--- src/rtl/branch_unit.sv ---
// rtl/branch_unit.sv - decode-stage BEQ resolver: waits out operand hazards, then releases the stall and redirects fetch.
// Optional saturating branch/taken statistics counters are built when BRANCH_STATS_EN is defined.
module branch_unit (
  input  logic        clk,
  input  logic        rst,
  input  logic        stall_i,
  input  logic        branch_i,
  input  logic        hazard_i,
  input  logic [31:0] rd1_i,
  input  logic [31:0] rd2_i,
  input  logic [31:0] imm_i,
  input  logic [31:0] pc_plus_4_i,
  output logic        resume_o,
  output logic        redirect_valid_o,
  output logic [31:0] redirect_pc_o,
  output logic        flush_o,
  output logic        timeout_o,
  output logic [15:0] branch_count_o,
  output logic [15:0] taken_count_o
);

  typedef enum logic [1:0] {IDLE, WAIT_OPS, RESOLVE, RELEASE} state_t;

  state_t      state, state_nxt;
  logic [31:0] rd1_q, rd2_q, pc_q, target_q;
  logic [29:0] imm_q;
  logic [3:0]  wait_q;
  logic        taken_q, tmo_q, released_q;
  logic        capture, recapture, inc_wait, set_tmo, resolve;
  logic        in_release;

  // The branch offset is in words, so its top two bits fall off the <<2.
  logic unused_imm_bits;
  assign unused_imm_bits = &{1'b0, imm_i[31:30]};

  always_comb begin
    state_nxt = state;
    capture   = 1'b0;
    recapture = 1'b0;
    inc_wait  = 1'b0;
    set_tmo   = 1'b0;
    resolve   = 1'b0;
    case (state)
      IDLE: begin
        // released_q masks the stall decode is still dropping after RELEASE.
        if (stall_i && branch_i && !released_q) begin
          capture   = 1'b1;
          state_nxt = WAIT_OPS;
        end
      end
      WAIT_OPS: begin
        if (!stall_i) begin
          state_nxt = IDLE;
        end else begin
          recapture = 1'b1;
          if (!hazard_i) begin
            state_nxt = RESOLVE;
          end else if (wait_q == 4'hF) begin
            set_tmo   = 1'b1;
            state_nxt = RESOLVE;
          end else begin
            inc_wait = 1'b1;
          end
        end
      end
      RESOLVE: begin
        if (!stall_i) begin
          state_nxt = IDLE;
        end else begin
          resolve   = 1'b1;
          state_nxt = RELEASE;
        end
      end
      RELEASE: state_nxt = IDLE;
      default: state_nxt = IDLE;
    endcase
  end

  always_ff @(posedge clk or negedge rst) begin
    if (!rst) begin
      state      <= IDLE;
      rd1_q      <= '0;
      rd2_q      <= '0;
      imm_q      <= '0;
      pc_q       <= '0;
      target_q   <= '0;
      wait_q     <= '0;
      taken_q    <= 1'b0;
      tmo_q      <= 1'b0;
      released_q <= 1'b0;
    end else begin
      state      <= state_nxt;
      released_q <= (state == RELEASE);
      if (capture) begin
        rd1_q  <= rd1_i;
        rd2_q  <= rd2_i;
        imm_q  <= imm_i[29:0];
        pc_q   <= pc_plus_4_i;
        wait_q <= '0;
        tmo_q  <= 1'b0;
      end
      if (recapture) begin
        rd1_q <= rd1_i;
        rd2_q <= rd2_i;
      end
      if (inc_wait) wait_q <= wait_q + 4'd1;
      if (set_tmo)  tmo_q  <= 1'b1;
      if (resolve) begin
        taken_q  <= (rd1_q == rd2_q);
        target_q <= pc_q + {imm_q, 2'b00};
      end
    end
  end

  assign in_release       = (state == RELEASE);
  assign resume_o         = in_release;
  assign redirect_valid_o = in_release && taken_q;
  assign flush_o          = in_release && taken_q;
  assign redirect_pc_o    = (in_release && taken_q) ? target_q : 32'd0;
  assign timeout_o        = in_release && tmo_q;

`ifdef BRANCH_STATS_EN
  logic [15:0] br_cnt_q, tk_cnt_q;

  always_ff @(posedge clk or negedge rst) begin
    if (!rst) begin
      br_cnt_q <= '0;
      tk_cnt_q <= '0;
    end else if (in_release) begin
      if (br_cnt_q != 16'hFFFF)            br_cnt_q <= br_cnt_q + 16'd1;
      if (taken_q && tk_cnt_q != 16'hFFFF) tk_cnt_q <= tk_cnt_q + 16'd1;
    end
  end

  assign branch_count_o = br_cnt_q;
  assign taken_count_o  = tk_cnt_q;
`else
  assign branch_count_o = 16'd0;
  assign taken_count_o  = 16'd0;
`endif

endmodule

--- config.mk ---
export PLATFORM = sky130hd
export DESIGN_NAME = branch_unit
export DESIGN_NICKNAME = d
export VERILOG_FILES = /design/src/rtl/branch_unit.sv
export SDC_FILE = /design/constraint.sdc
export NUM_CORES = 1
export LEC_CHECK = 0
export BUFFER_PORTS_ARGS = -buffer_cell sky130_fd_sc_hd__buf_2
export CORE_UTILIZATION = 34
export CTS_CLUSTER_DIAMETER = 50
export DETAILED_ROUTE_END_ITERATION = 8
export PLACE_DENSITY = 0.63
export SLEW_MARGIN = 20
export SYNTH_ARGS = -nofsm -noshare
export SYNTH_HDL_FRONTEND = slang
export SYNTH_SLANG_ARGS = --single-unit
--- constraint.sdc ---
create_clock -name clk -period 3.45 [get_ports clk]
set_clock_uncertainty 0.15 [all_clocks]
set_input_delay 0.1725 -clock clk [delete_from_list [all_inputs] [get_ports clk]]
set_output_delay 0.1725 -clock clk [all_outputs]
set_load 0.005 [all_outputs]
==> Yosys cells after proc, flatten, opt, wreduce, memory -nomap -nowiden <==
Cells that the tools add are included.
{ "totals": {"wordCells": 57, "input_bits": 133, "output_inout_bits": 68, "register_bits": 167} }
{ "classes": {"reduce_logical": 10, "n_mux": 28, "n_addsub": 2, "n_eq_ne": 7} }
{ "op_table": {"columns": ["op", "n"], "rows": [
  ["$mux W32", 5],
  ["$add A32 B32 Y32", 1],
  ["$eq A32 B32 Y1", 1],
  ["$mux W1", 15],
  ["$mux W2", 5],
  ["$mux W4", 2],
  ["$pmux W2 S4", 1],
  ["$reduce_bool A2 Y1", 3],
  ["$add A4 B1 Y4 const B", 1],
  ["$eq A2 B2 Y1 const B", 2],
  ["$eq A4 B4 Y1 const B", 1],
  ["$logic_and A1 B1 Y1", 4],
  ["$ne A4 B4 Y1 const B", 1],
  ["$eq A2 B1 Y1 const B", 1],
  ["$logic_not A2 Y1", 1],
  ["$ne A2 B2 Y1 const B", 1],
  ["$reduce_and A2 Y1", 1],
  ["$logic_not A1 Y1", 1]
]} }

==> Depth between registers and ports, before layout <==
{ "logic_depth": {"word_depth": 6, "ltp_mapped": 11, "depth_no_buf": 11} }

==> Least setup slack after synthesis <==
Ideal clock, no wire load.
{ "synth_timing": {"path_kind": "reg-to-reg", "from": "reg pc_q[2]", "to": "reg target_q[30]", "required_ns": 3.169, "t_arrival_ns": 2.359, "setup_time_ns": 0.131, "period_less_slack_ns": 2.640, "path_slack_ns": 0.810, "path_stages_with_launch": 12, "n_path_buf": 0, "path_cell_list": "dfrtp_1 -> ha_1 -> inv_1 -> fa_1 -> nor2b_4 -> o31a_1 -> o21ai_4 -> o211ai_4 -> a211oi_2 -> o31ai_1 -> and4_1 -> or3_1"} }
{ "synth_between": {"elab_chain_len": 1} }
{ "synth_lines": {"columns": ["element", "line", "text"], "rows": [
  ["start: declaration", "25", "logic [31:0] rd1_q, rd2_q, pc_q, target_q;"],
  ["start signal: assignment", "98", "pc_q <= pc_plus_4_i;"],
  ["$add A32 B32 Y32", "110", "target_q <= pc_q + {imm_q, 2'b00};"],
  ["end signal: assignment", "110", null],
  ["end: declaration", "25", null]
]} }
No other way between the ends.
A chain may end at the register's enable or synchronous reset.

==> Final worst setup path <==
Ends and elaborated chain as after synthesis.

==> metrics.cfg <==
[sta]
layout_min_cycle_time_ns=2.92
max_freq_mhz=343
setup_viol=0
hold_viol=0
slew_headroom=0.458
drv_slew=0
finalCritPeriodShare=0.845
rsz0062_at_grt=false
worst_pin_slew_ns=0.813
setup-tns-final_ns=0

[flow_run]
maxCapViolCount=0

[synthesis]
synth_simple_gate_area_share=0.110
ys_seq_area_frac=0.478
synth_most_common_cell=dfrtp_1
yosys-mux-area-fraction=0.162
synth_area_leaders=dfrtp_1 (48%), mux2_2 (12%), ha_1 (4.3%)
ys_ff_latch=167
syn_area_sq_um=8750
syn_inst=790
syn_avg_cell_area_sq_um=11.1
synth_top_family_by_area=multiplexers
yosys-top-cells-count=dfrtp_1 (167), mux2_2 (95), nand2_1 (61)
synth_compound_area_frac=0.0955
synth-main-ff-cell=dfrtp_1
synth_edf_count=0
synthAdderAreaFrac=0.0452
synthXorXnorAreaFrac=0.0561
synth_cell_types=53
ys_warn_count=0
yosys.area.top_type_share=0.478
async_reset_ff_frac=1.00
synth_top_area_cell=dfrtp_1

[finish]
area_delta_synth_final_pct=33.4
nets=1231
fillers=2314
drive_above_1_share=0.282
seqCellArea_sq_um=4180
multi_input_area_sq_um=4240
diodes=0

[floorplan]
core_area_sq_um=25200
io_pins=201
die_area_sq_um=26400
die_h_um=162
start_util=0.347
fp-row-count=58
die_w_um=162

[worst_setup_path]
regToRegSetupSlack_ns=0.53
r2r_cells=11
endpoint_kind=flip-flop
cp.arrival_ns=3.08
reg2reg_to=target_q[30]
worst-endpoint-required_ns=3.61
r2r-start=pc_q[2]
crit_fanout=5
crit_type=flip-flop to flip-flop
critPathLaunchType=flip-flop

[clocking]
clock_latency_ns=0.42
cts.path.max_buffers=2
root_buffer=clkbuf_16
htree_levels=4
cts_tree=built
clkSlewWorstSetupHoldPaths_ns=0.07
cts_sinks=167
cts_made_buffers=17

[power_and_ir_drop]
power.total_mw=9.33
ir_drop_mv=0.352
power_frac_clock=0.213
p_comb_frac=0.437
internal_power_mw=5.85
pwr_density_cell_nw_per_um2=799
seqPwrFrac=0.351
p_sw_frac=0.373
power.leakage_nw=5.40
p_sw_mw=3.48

[route]
ant_nets=0
dr.pass1.iters=5
wl_per_cell_um=14.7
vias=6695
drt-initial-drc-count=246
drc=0
wl_um=20800
viasPerCell=4.75

[place]
dp_hpwl_um=14200
portBuffers=166
place_congestion=0.795

[global_routing]
grt_max_degree=83
overflow=0
antenna_found_initial=1
grt.total_usage=0.161
grt_pass1_wl_um=33600
grt_pass1_vias=6770

[outcome]
status=complete, no violations

[worst_hold_path]
holdPathEnd=state[0]
holdPathStages=5
hold_path.startpoint=branch_i
hp-class=primary input to flip-flop

[worst max-delay path by stage]
stage / from / to / slack (ns) / cells after the start
2_1_floorplan: pc_q[2] / target_q[30] / 0.81 / 11
3_3_place_gp: pc_q[2] / target_q[30] / 0.58 / 11
3_5_place_dp: pc_q[2] / target_q[30] / 0.54 / 11
4_1_cts: pc_q[2] / target_q[30] / 0.54 / 11
5_1_grt: imm_q[0] / target_q[30] / 0.36 / 11
6_report: pc_q[2] / target_q[30] / 0.53 / 11
[layout by cell type (no fill, tap or decap), types with 24 or more instances in the layout]
cell	instances
a21oi_1	31
dlygate4sd3_1	129
o21ai_0	35
ha_1	30
nand2_1	60
dfrtp_1	167
xor2_1	24
and2_1	36
mux2_2	95
mux2_1	29
conb_1	32
buf_2	165
xnor2_1	32
[sequential cells by signal, indices dropped and copies added (netlist names)]
register and count:
pc_q 32, rd1_q 32, rd2_q 32, target_q 32
imm_q 30, wait_q 4, state 2, released_q 1
taken_q 1, tmo_q 1
[critical path, cell delays in order, from the launching register on]
cell and delay (ns):
dfrtp_1 0.38, ha_1 0.22, inv_1 0.07, fa_1 0.25
nor2b_4 0.06, o31a_1 0.30, o21ai_4 0.28, o211ai_4 0.13
a211oi_2 0.28, o31ai_1 0.13, and4_1 0.20, or3_1 0.35
[metal layers]
layer / track usage / share of wire / up-vias
met4: 0.0420 / 0.0087 / 0
met2: 0.278 / 0.48 / 197
met5: 0 / 0 / -
met3: 0.0420 / 0.063 / 13
li1: - / - / 3255
met1: 0.198 / 0.44 / 3230
[area by class of cell]
cell class	instances	area share
flip-flops and latches	167	0.358
inverters	13	0.00418
well taps	330	0.0354
clock buffers	19	0.0371
multi-input cells	566	0.363
repair buffers	302	0.188
clock inverters	13	0.0146
[cell families (layout without fill, tap and decap cells)]
| kind of cell | count (synthesis) | count (layout) |
|---|---|---|
| buf+inv | 88 | 347 |
| fa+ha+maj | 31 | 31 |
| compound gates | 133 | 133 |
| simple gates | 188 | 188 |
| xor+xnor | 56 | 56 |
| mux | 126 | 126 |
| other cells | 1 | 32 |
| flops | 167 | 167 |
[stage by stage]
| stage | hold slack [ns] | setup WS [ns] | instances | instance area [sq um] | utilization |
|---|---|---|---|---|---|
| 2_1_floorplan | -0.273 | 0.810 | 821 | 8870 | - |
| 3_3_place_gp | 0.118 | 0.577 | 1249 | 9780 | 0.388 |
| 3_5_place_dp | 0.125 | 0.545 | 1249 | 9780 | 0.388 |
| 4_1_cts | 0.0182 | 0.537 | 1410 | 11700 | 0.464 |
| 5_1_grt | 0.0374 | 0.359 | 1410 | 11700 | 0.464 |
| 6_report | 0.0250 | 0.534 | 1410 | 11700 | 0.464 |
[power groups by stage]
stage / clock network [mW] / logic (mW) / registers (mW)
after floorplan: 0 / 3.16 / 3.14
after global placement: 0 / 3.88 / 3.27
after detailed placement: 0 / 3.94 / 3.31
after CTS: 2.05 / 4.08 / 3.28
after global routing: 2.11 / 4.54 / 3.38
final: 1.98 / 4.07 / 3.27
[timing repair]
item | 4_1_cts | 5_1_grt
gates resized for setup | 0 | 0
hold buffers | 129 | 0
endpoints found under the hold margin | 207 | 0
setup buffers | 0 | 0
No activity file was read; power rests on OpenSTA's default activity.
